`src/rtl/clock_divide_multi_if.sv`:
```
// clock_divide_multi_if: per-channel control and output bundle for the multi-channel divider
//   en      per-channel count enable          (master -> slave)
//   clr     per-channel synchronous restart   (master -> slave)
//   mode    0 = toggle, 1 = pulse             (master -> slave)
//   upto    packed terminal counts, CNT_W each (master -> slave)
//   div_out divided output                    (slave -> master)
//   tick    one-cycle wrap strobe             (slave -> master)
interface clock_divide_multi_if #(
    parameter int NCH   = 4,
    parameter int CNT_W = 32
);
    logic [NCH-1:0]       en;
    logic [NCH-1:0]       clr;
    logic [NCH-1:0]       mode;
    logic [NCH*CNT_W-1:0] upto;
    logic [NCH-1:0]       div_out;
    logic [NCH-1:0]       tick;
    modport master (output en, clr, mode, upto, input div_out, tick);
    modport slave  (input en, clr, mode, upto, output div_out, tick);
endinterface

```
`src/rtl/clock_divide_multi.sv`:
```
// clock_divide_multi: NCH-channel programmable divider producing square waves or one-cycle ticks
//   clk  system clock, all logic on posedge
//   rst  synchronous active-high reset, overrides every other input
//   bus  slave side of clock_divide_multi_if (en/clr/mode/upto in, div_out/tick out)
module clock_divide_multi #(
    parameter int NCH   = 4,
    parameter int CNT_W = 32
) (
    input  logic                   clk,
    input  logic                   rst,
    clock_divide_multi_if.slave    bus
);
    logic [NCH-1:0][CNT_W-1:0] cnt_q, cnt_d;
    logic [NCH-1:0]            div_q, div_d, tick_q, tick_d, wrap;

    always_comb begin
        cnt_d  = cnt_q;
        div_d  = div_q;
        tick_d = '0;
        wrap   = '0;
        for (int i = 0; i < NCH; i++) begin
            // >= rather than == so lowering upto below the count wraps at once
            wrap[i] = cnt_q[i] >= bus.upto[i*CNT_W +: CNT_W];
            if (bus.clr[i]) begin
                cnt_d[i] = '0;
                div_d[i] = 1'b0;
            end else if (!bus.en[i]) begin
                div_d[i] = bus.mode[i] ? 1'b0 : div_q[i];
            end else begin
                tick_d[i] = wrap[i];
                cnt_d[i]  = wrap[i] ? '0 : cnt_q[i] + 1'b1;
                div_d[i]  = bus.mode[i] ? wrap[i] : div_q[i] ^ wrap[i];
            end
        end
    end

    always_ff @(posedge clk) begin
        if (rst) begin
            cnt_q  <= '0;
            div_q  <= '0;
            tick_q <= '0;
        end else begin
            cnt_q  <= cnt_d;
            div_q  <= div_d;
            tick_q <= tick_d;
        end
    end

    assign bus.div_out = div_q;
    assign bus.tick    = tick_q;
endmodule
```
`src/flat_wrapper.sv`:
```
// flat-port wrapper written by rule: the top's interface ports become plain ports
module clock_divide_multi_flat 
#(
    parameter int NCH   = 4,
    parameter int CNT_W = 32
)
  (clk, rst, bus_en, bus_clr, bus_mode, bus_upto, bus_div_out, bus_tick);
  clock_divide_multi_if #(.NCH(NCH), .CNT_W(CNT_W)) bus_i ();
  input  logic clk;
  input  logic rst;
  input wire logic [$bits(bus_i.en)-1:0] bus_en;
  input wire logic [$bits(bus_i.clr)-1:0] bus_clr;
  input wire logic [$bits(bus_i.mode)-1:0] bus_mode;
  input wire logic [$bits(bus_i.upto)-1:0] bus_upto;
  output wire logic [$bits(bus_i.div_out)-1:0] bus_div_out;
  output wire logic [$bits(bus_i.tick)-1:0] bus_tick;
  assign bus_i.en = bus_en;
  assign bus_i.clr = bus_clr;
  assign bus_i.mode = bus_mode;
  assign bus_i.upto = bus_upto;
  assign bus_div_out = bus_i.div_out;
  assign bus_tick = bus_i.tick;
  clock_divide_multi #(.NCH(NCH), .CNT_W(CNT_W)) u_core (.clk(clk), .rst(rst), .bus(bus_i));
endmodule
```
`config.mk`:
```
export PLATFORM = sky130hd
export DESIGN_NAME = clock_divide_multi_flat
export DESIGN_NICKNAME = d
export VERILOG_FILES = /design/src/rtl/clock_divide_multi_if.sv /design/src/rtl/clock_divide_multi.sv /design/src/flat_wrapper.sv
export SDC_FILE = /design/constraint.sdc
export NUM_CORES = 1
export LEC_CHECK = 0
export BUFFER_PORTS_ARGS = -buffer_cell sky130_fd_sc_hd__buf_2
export CAP_MARGIN = 10
export CORE_MARGIN = 1
export CORE_UTILIZATION = 40
export CTS_CLUSTER_SIZE = 14
export DETAILED_ROUTE_END_ITERATION = 7
export GPL_ROUTABILITY_DRIVEN = 0
export PLACE_DENSITY_LB_ADDON = 0.08
export SYNTH_ARGS = -nofsm -noshare
export SYNTH_HDL_FRONTEND = slang
export SYNTH_SLANG_ARGS = --single-unit
```
`constraint.sdc`:
```
create_clock -name clk -period 4.6 [get_ports clk]
set_input_delay 0.46 -clock clk [delete_from_list [all_inputs] [get_ports clk]]
set_output_delay 0.46 -clock clk [all_outputs]
set_load 0.01 [all_outputs]
```
==> flow_summary.yaml, run 1 <==
status:
  status: "finished with violations"
  violations: "DRC"
synthesis:
  yosysWarnings: 0
  synth_edf_count: 0
  ys.flop_type: "dfxtp_1"
  async_reset_ff_share_pct: 0
  syn_area_per_cell_um2: 8.009
  syn_nets: 1402
  yosysUniqueCellTypes: 52
  synthesis.area_um2: 9034
  ys_seq_elements: 136
  netlist_instances: 1128
  yosysSeqAreaShare_pct: 30.14
clock_network:
  ctsResizeCount: 0
  ctsRootBufferMaster: "clkbuf_16"
  cts_inserted_buffers: 17
  cts_setup_buffers: 0
  cts_max_level: 4
  worstSkewPairLatency_ns: 0.41
  cts_buffer_depth: 2
  cts.sinks: 136
  ctsHoldBuffers: 0
  clk_pin_slew_ns: 0.06
  cts_tree: "done"
grt:
  grt_max_degree: 30
  grt_pass1_vias: 7199
  track_usage_pct: 17.40
  antenna_found_initial: 0
  grt_pass1_wl_um: 33420
  grt_overflow_total: 0
power:
  worst_ir_drop_vdd_v: 0.0002390
  power_density_nw_per_um2: 268.0
  leakage_nw: 5.120
sta:
  slew_viol_final: 0
  fin_skew_ns: 0.01044
  rsz0062_at_grt: "false"
  slew_headroom_pct: 39.31
  finalSetupTns_ns: 0
  max_freq_ghz: 0.3475
  finalCritPeriodShare_pct: 62.56
  hold_viol: 0
  layout_min_cycle_time_ns: 2.878
  setup_viol: 0
  worstMarginPinSlew_ns: 0.9103
drt:
  drtAntennaViolNets: 0
  drt_iter0_drc: 281
  vias: 7572
  via_per_inst: 4.814
  drc: 9
  wl_um: 19320
  first_pass_iters: 7
  routedWlPerCell_um: 12.28
worst_setup_path:
  path_class: "flop to flop"
  crit_family: "compound AO/OA/AOI/OAI gates"
  arrival_ns: 3.14
  critPathBufInv: 0
  critPathSlowestCell: "a211o_1"
  cp-start-kind: "flop"
  max_stage_delay_ns: 0.78
  cp_cell_sequence: "ha_1 > nand4_1 > nor4_1 > a21boi_1 > a211o_1 > nor2_1"
  crit_fanout: 28
  worst_ep_required_time_ns: 4.86
  worst_setup_path_end_kind: "flop"
layout:
  fin_nets: 1555
  regArea_um2: 2723
  diodes: 0
  final_common_cell: "nor2_1"
  drive_above_1_share_pct: 14.85
  stdcell_area_um2: 10680
  multi_input_area_um2: 5684
  fill_cells: 2225
  most-common-layout-cells: "162 x nor2_1, 149 x buf_2, 139 x inv_1, 136 x dfxtp_1, 132 x ha_1"
  area_delta_synth_final_pct: 18.21
floorplanning:
  die_w_um: 152.3
  core_area_um2: 21960
  io_pins: 150
  num_rows: 54
  fp.dieArea_um2: 23190
  fp.dieH_um: 152.3
  start_util_pct: 41.14
worst_hold_path:
  hp-class: "input pin to flop"
flow_run:
  maxCapViolations: 0
placement:
  hpwl_um: 15330
  post_dp_cell_area_um2: 10040
  portBuffers: 149
==> power breakdown <==
part	leakage, nW	total, mW	switching, mW	internal, mW
sequential	1.10	1.18	0.00289	1.18
combinational	3.72	0.189	0.101	0.0880
clock	0.305	1.49	0.517	0.973
==> worst paths after layout <==
path / start / end / slack [ns] / cells past startpoint
setup / recovery: u_core.cnt_q[125] / u_core.cnt_q[105] / 1.72 / 6
hold / removal: bus_clr[2] / u_core.cnt_q[64] / 0.34 / 4
setup reg to reg: u_core.cnt_q[125] / u_core.cnt_q[105] / 1.72 / 6
hold reg to reg: u_core.cnt_q[96] / u_core.cnt_q[96] / 0.51 / 2
==> cells by family (layout without fill, tap and decap cells) <==
family | Yosys count | after routing | synth area share [%]
buf+inv | 156 | 321 | 6.939
fa+ha+maj | 132 | 132 | 18.28
simple gates | 448 | 448 | 23.30
compound gates | 142 | 142 | 10.28
xor+xnor | 113 | 113 | 10.96
mux | 1 | 1 | 0.1108
flops | 136 | 136 | 30.14
==> cell type report <==
class                   count  area share [%]
well taps                 280           3.281
repair buffers            150           7.053
clock inverters            12           1.875
clock buffers              19           4.148
flip-flops and latches    136           25.49
inverters                 140           4.921
multi-input cells         836           53.23
==> per-stage QoR <==
| stage | std cells | util [%] | setup slack [ns] | hold slack, ns | total power, mW |
|---|---|---|---|---|---|
| after floorplan | 1128 | - | 2.176 | 0.4655 | 1.317 |
| after global placement | 1542 | 45.70 | 1.480 | 0.4945 | 1.399 |
| after detailed placement | 1542 | 45.70 | 1.426 | 0.5056 | 1.401 |
| after CTS | 1573 | 48.63 | 1.624 | 0.3265 | 2.907 |
| after global routing | 1573 | 48.63 | 1.383 | 0.3590 | 2.991 |
| final | 1573 | 48.63 | 1.722 | 0.3389 | 2.862 |
==> worst min-delay path: stages <==
cell and delay (ns):
buf_2 0.08, nor2_1 0.05, nand2_1 0.07, a21oi_1 0.04
==> registers in the layout, summed over array words and instances, names as in the netlist <==
signal,count
u_core.cnt_q,128
u_core.bus.div_out,4
u_core.bus.tick,4
==> metal layers <==
layer	vias up	global-route usage (%)	routed length [um]
met2	112	28.57	8641
met3	10	3.185	660
li1	4121	-	-
met1	3329	23.27	9837
met4	0	4.810	180
met5	-	0	0
==> Yosys cell counts (4+ instances only) <==
cell type / n / share of area [%]
nand2_1: 99 / 4.1
inv_1: 139 / 5.8
nor3_1: 18 / 1.0
o21ai_0: 20 / 1.1
o211ai_1: 7 / 0.58
and3_1: 16 / 1.1
a22oi_1: 4 / 0.33
a211o_1: 5 / 0.48
nor2b_1: 6 / 0.42
nor4_1: 8 / 0.55
nand2b_1: 15 / 1.0
ha_1: 132 / 18
and4_1: 11 / 1.1
a21oi_1: 57 / 3.2
nor2_1: 162 / 6.7
dfxtp_1: 136 / 30
xor2_1: 83 / 8.0
or2_2: 8 / 0.55
xnor2_1: 30 / 2.9
nand4_1: 46 / 3.2
and2_1: 6 / 0.42
clkbuf_1: 4 / 0.17
nand3_1: 46 / 2.5
a21o_1: 23 / 1.9
buf_6: 4 / 0.50
a31oi_1: 6 / 0.42
No activity file was read; power rests on OpenSTA's default activity.
==> run 2: changes to the inputs <==
==> constraint.sdc (replaced) <==
create_clock -name clk -period 2.9 [get_ports clk]
set_input_delay 0.29 -clock clk [delete_from_list [all_inputs] [get_ports clk]]
set_output_delay 0.29 -clock clk [all_outputs]
set_load 0.01 [all_outputs]
==> flow_summary.yaml, run 2 (synthesized netlist as in run 1, its figures left out) <==
worst_setup_path:
  max_stage_delay_ns: 0.68
  worst_setup_path_end_kind: "flop"
  worst_ep_required_time_ns: 3.17
  cp-start-kind: "flop"
  crit_fanout: 28
  cp_cell_sequence: "ha_1 > nand4_1 > or4_1 > o21ai_0 > o211ai_2 > o211ai_4 > nor2_1"
  path_class: "flop to flop"
  arrival_ns: 2.89
  critPathSlowestCell: "o211ai_4"
drt:
  drtAntennaViolNets: 0
  routedWlPerCell_um: 12.32
  vias: 7688
  drt_iter0_drc: 345
  first_pass_iters: 8
  via_per_inst: 4.841
  wl_um: 19560
  drc: 9
worst_hold_path:
  hp-class: "input pin to flop"
sta:
  hold_viol: 0
  slew_viol_final: 0
  layout_min_cycle_time_ns: 2.616
  finalSetupTns_ns: 0
  max_freq_ghz: 0.3823
  fin_skew_ns: 0.01096
  setup_viol: 0
  rsz0062_at_grt: "false"
  slew_headroom_pct: 45.64
  finalCritPeriodShare_pct: 90.20
  worstMarginPinSlew_ns: 0.8114
layout:
  final_cells: 1588
  regMostFlops: "u_core.cnt_q"
  final_common_cell: "nor2_1"
  drive_above_1_share_pct: 15.90
  final_core_util_pct: 49.34
  diodes: 0
  fin_nets: 1570
  area_delta_synth_final_pct: 19.94
  largest_reg_flops: 128
  stdcell_area_um2: 10840
  most-common-layout-cells: "162 x nor2_1, 149 x buf_2, 139 x inv_1, 136 x dfxtp_1, 132 x ha_1"
power:
  worst_ir_drop_vdd_v: 0.0003532
  leakage_nw: 5.215
  power_density_nw_per_um2: 425.9
  power.total_mw: 4.614
clock_network:
  clk_pin_slew_ns: 0.06
  cts_max_level: 4
  cts_buffer_depth: 2
  cts_inserted_buffers: 17
  cts_tree: "done"
  cts.sinks: 136
  ctsResizeCount: 0
  ctsRootBufferMaster: "clkbuf_16"
  cts_setup_buffers: 0
  ctsHoldBuffers: 0
  worstSkewPairLatency_ns: 0.42
grt:
  grt_max_degree: 29
  grt_pass1_vias: 7145
  track_usage_pct: 17.45
  antenna_found_initial: 0
  grt_overflow_total: 0
  grt_pass1_wl_um: 33390
floorplanning:
  die_w_um: 152.3
  fp.dieH_um: 152.3
  fp.dieArea_um2: 23190
  num_rows: 54
  io_pins: 150
  core_area_um2: 21960
  start_util_pct: 41.14
placement:
  post_dp_cell_area_um2: 10170
  hpwl_um: 15540
  portBuffers: 149
  dpl.cell_count: 1557
flow_run:
  maxCapViolations: 0
status:
  violations: "DRC"
  status: "finished with violations"
-- run 2: cell count changes in the layout (fill, tap and decap cells not counted), sizes merged --
cell / previous run / this run
buf: 150 / 165
clkinv: 5 / 4
clkbuf: 19 / 20
-- run 2: routing by layer --
| metal | global-route usage [%] | wire [um] |
|---|---|---|
| met1 | 23.21 | 9876 |
| met2 | 28.88 | 8833 |
| met3 | 2.787 | 647 |
| met4 | 5.394 | 207 |
| met5 | 0 | 0 |
-- run 2: final cells by class --
| cell class | count | area, um^2 |
|---|---|---|
| clock buffers | 20 | 466.7 |
| multi-input cells | 836 | 5684 |
| repair buffers | 165 | 890.9 |
| inverters | 140 | 525.5 |
| flip-flops and latches | 136 | 2723 |
| clock inverters | 11 | 195.2 |
| fillers | 2227 | 11120 |
| well taps | 280 | 350.3 |
-- run 2: report_power, final --
group | switching [mW] | leakage [nW] | internal [mW]
sequential | 0.00450 | 1.10 | 1.87
clock | 0.837 | 0.314 | 1.59
combinational | 0.163 | 3.81 | 0.147
total | 1.00 | 5.22 | 3.61
-- run 2: path summary, 6_finish.rpt --
path                           end  cells past startpoint  slack (ns)        startpoint
setup / recovery  u_core.cnt_q[15]                      7        0.28  u_core.cnt_q[14]
hold / removal    u_core.cnt_q[64]                      4        0.18        bus_clr[2]
setup reg to reg  u_core.cnt_q[15]                      7        0.28  u_core.cnt_q[14]
hold reg to reg   u_core.cnt_q[14]                      2        0.51  u_core.cnt_q[14]
-- run 2: worst max-delay path, delay by kind of cell (launching register included) --
kind	cells	cell delay, ns
adder cells (fa/ha/maj)	1	0.31
AND/OR/NAND/NOR	3	0.76
flip-flops	1	0.34
AO/OA/AOI/OAI	3	1.04
-- run 2: stage by stage --
step                hold slack, ns  setup WS, ns
global route                0.1890       0.09513
floorplan                   0.4327        0.5500
detailed placement          0.5020        0.2271
CTS                         0.1487        0.2778
finish                      0.1834        0.2841
global placement            0.4942        0.2716
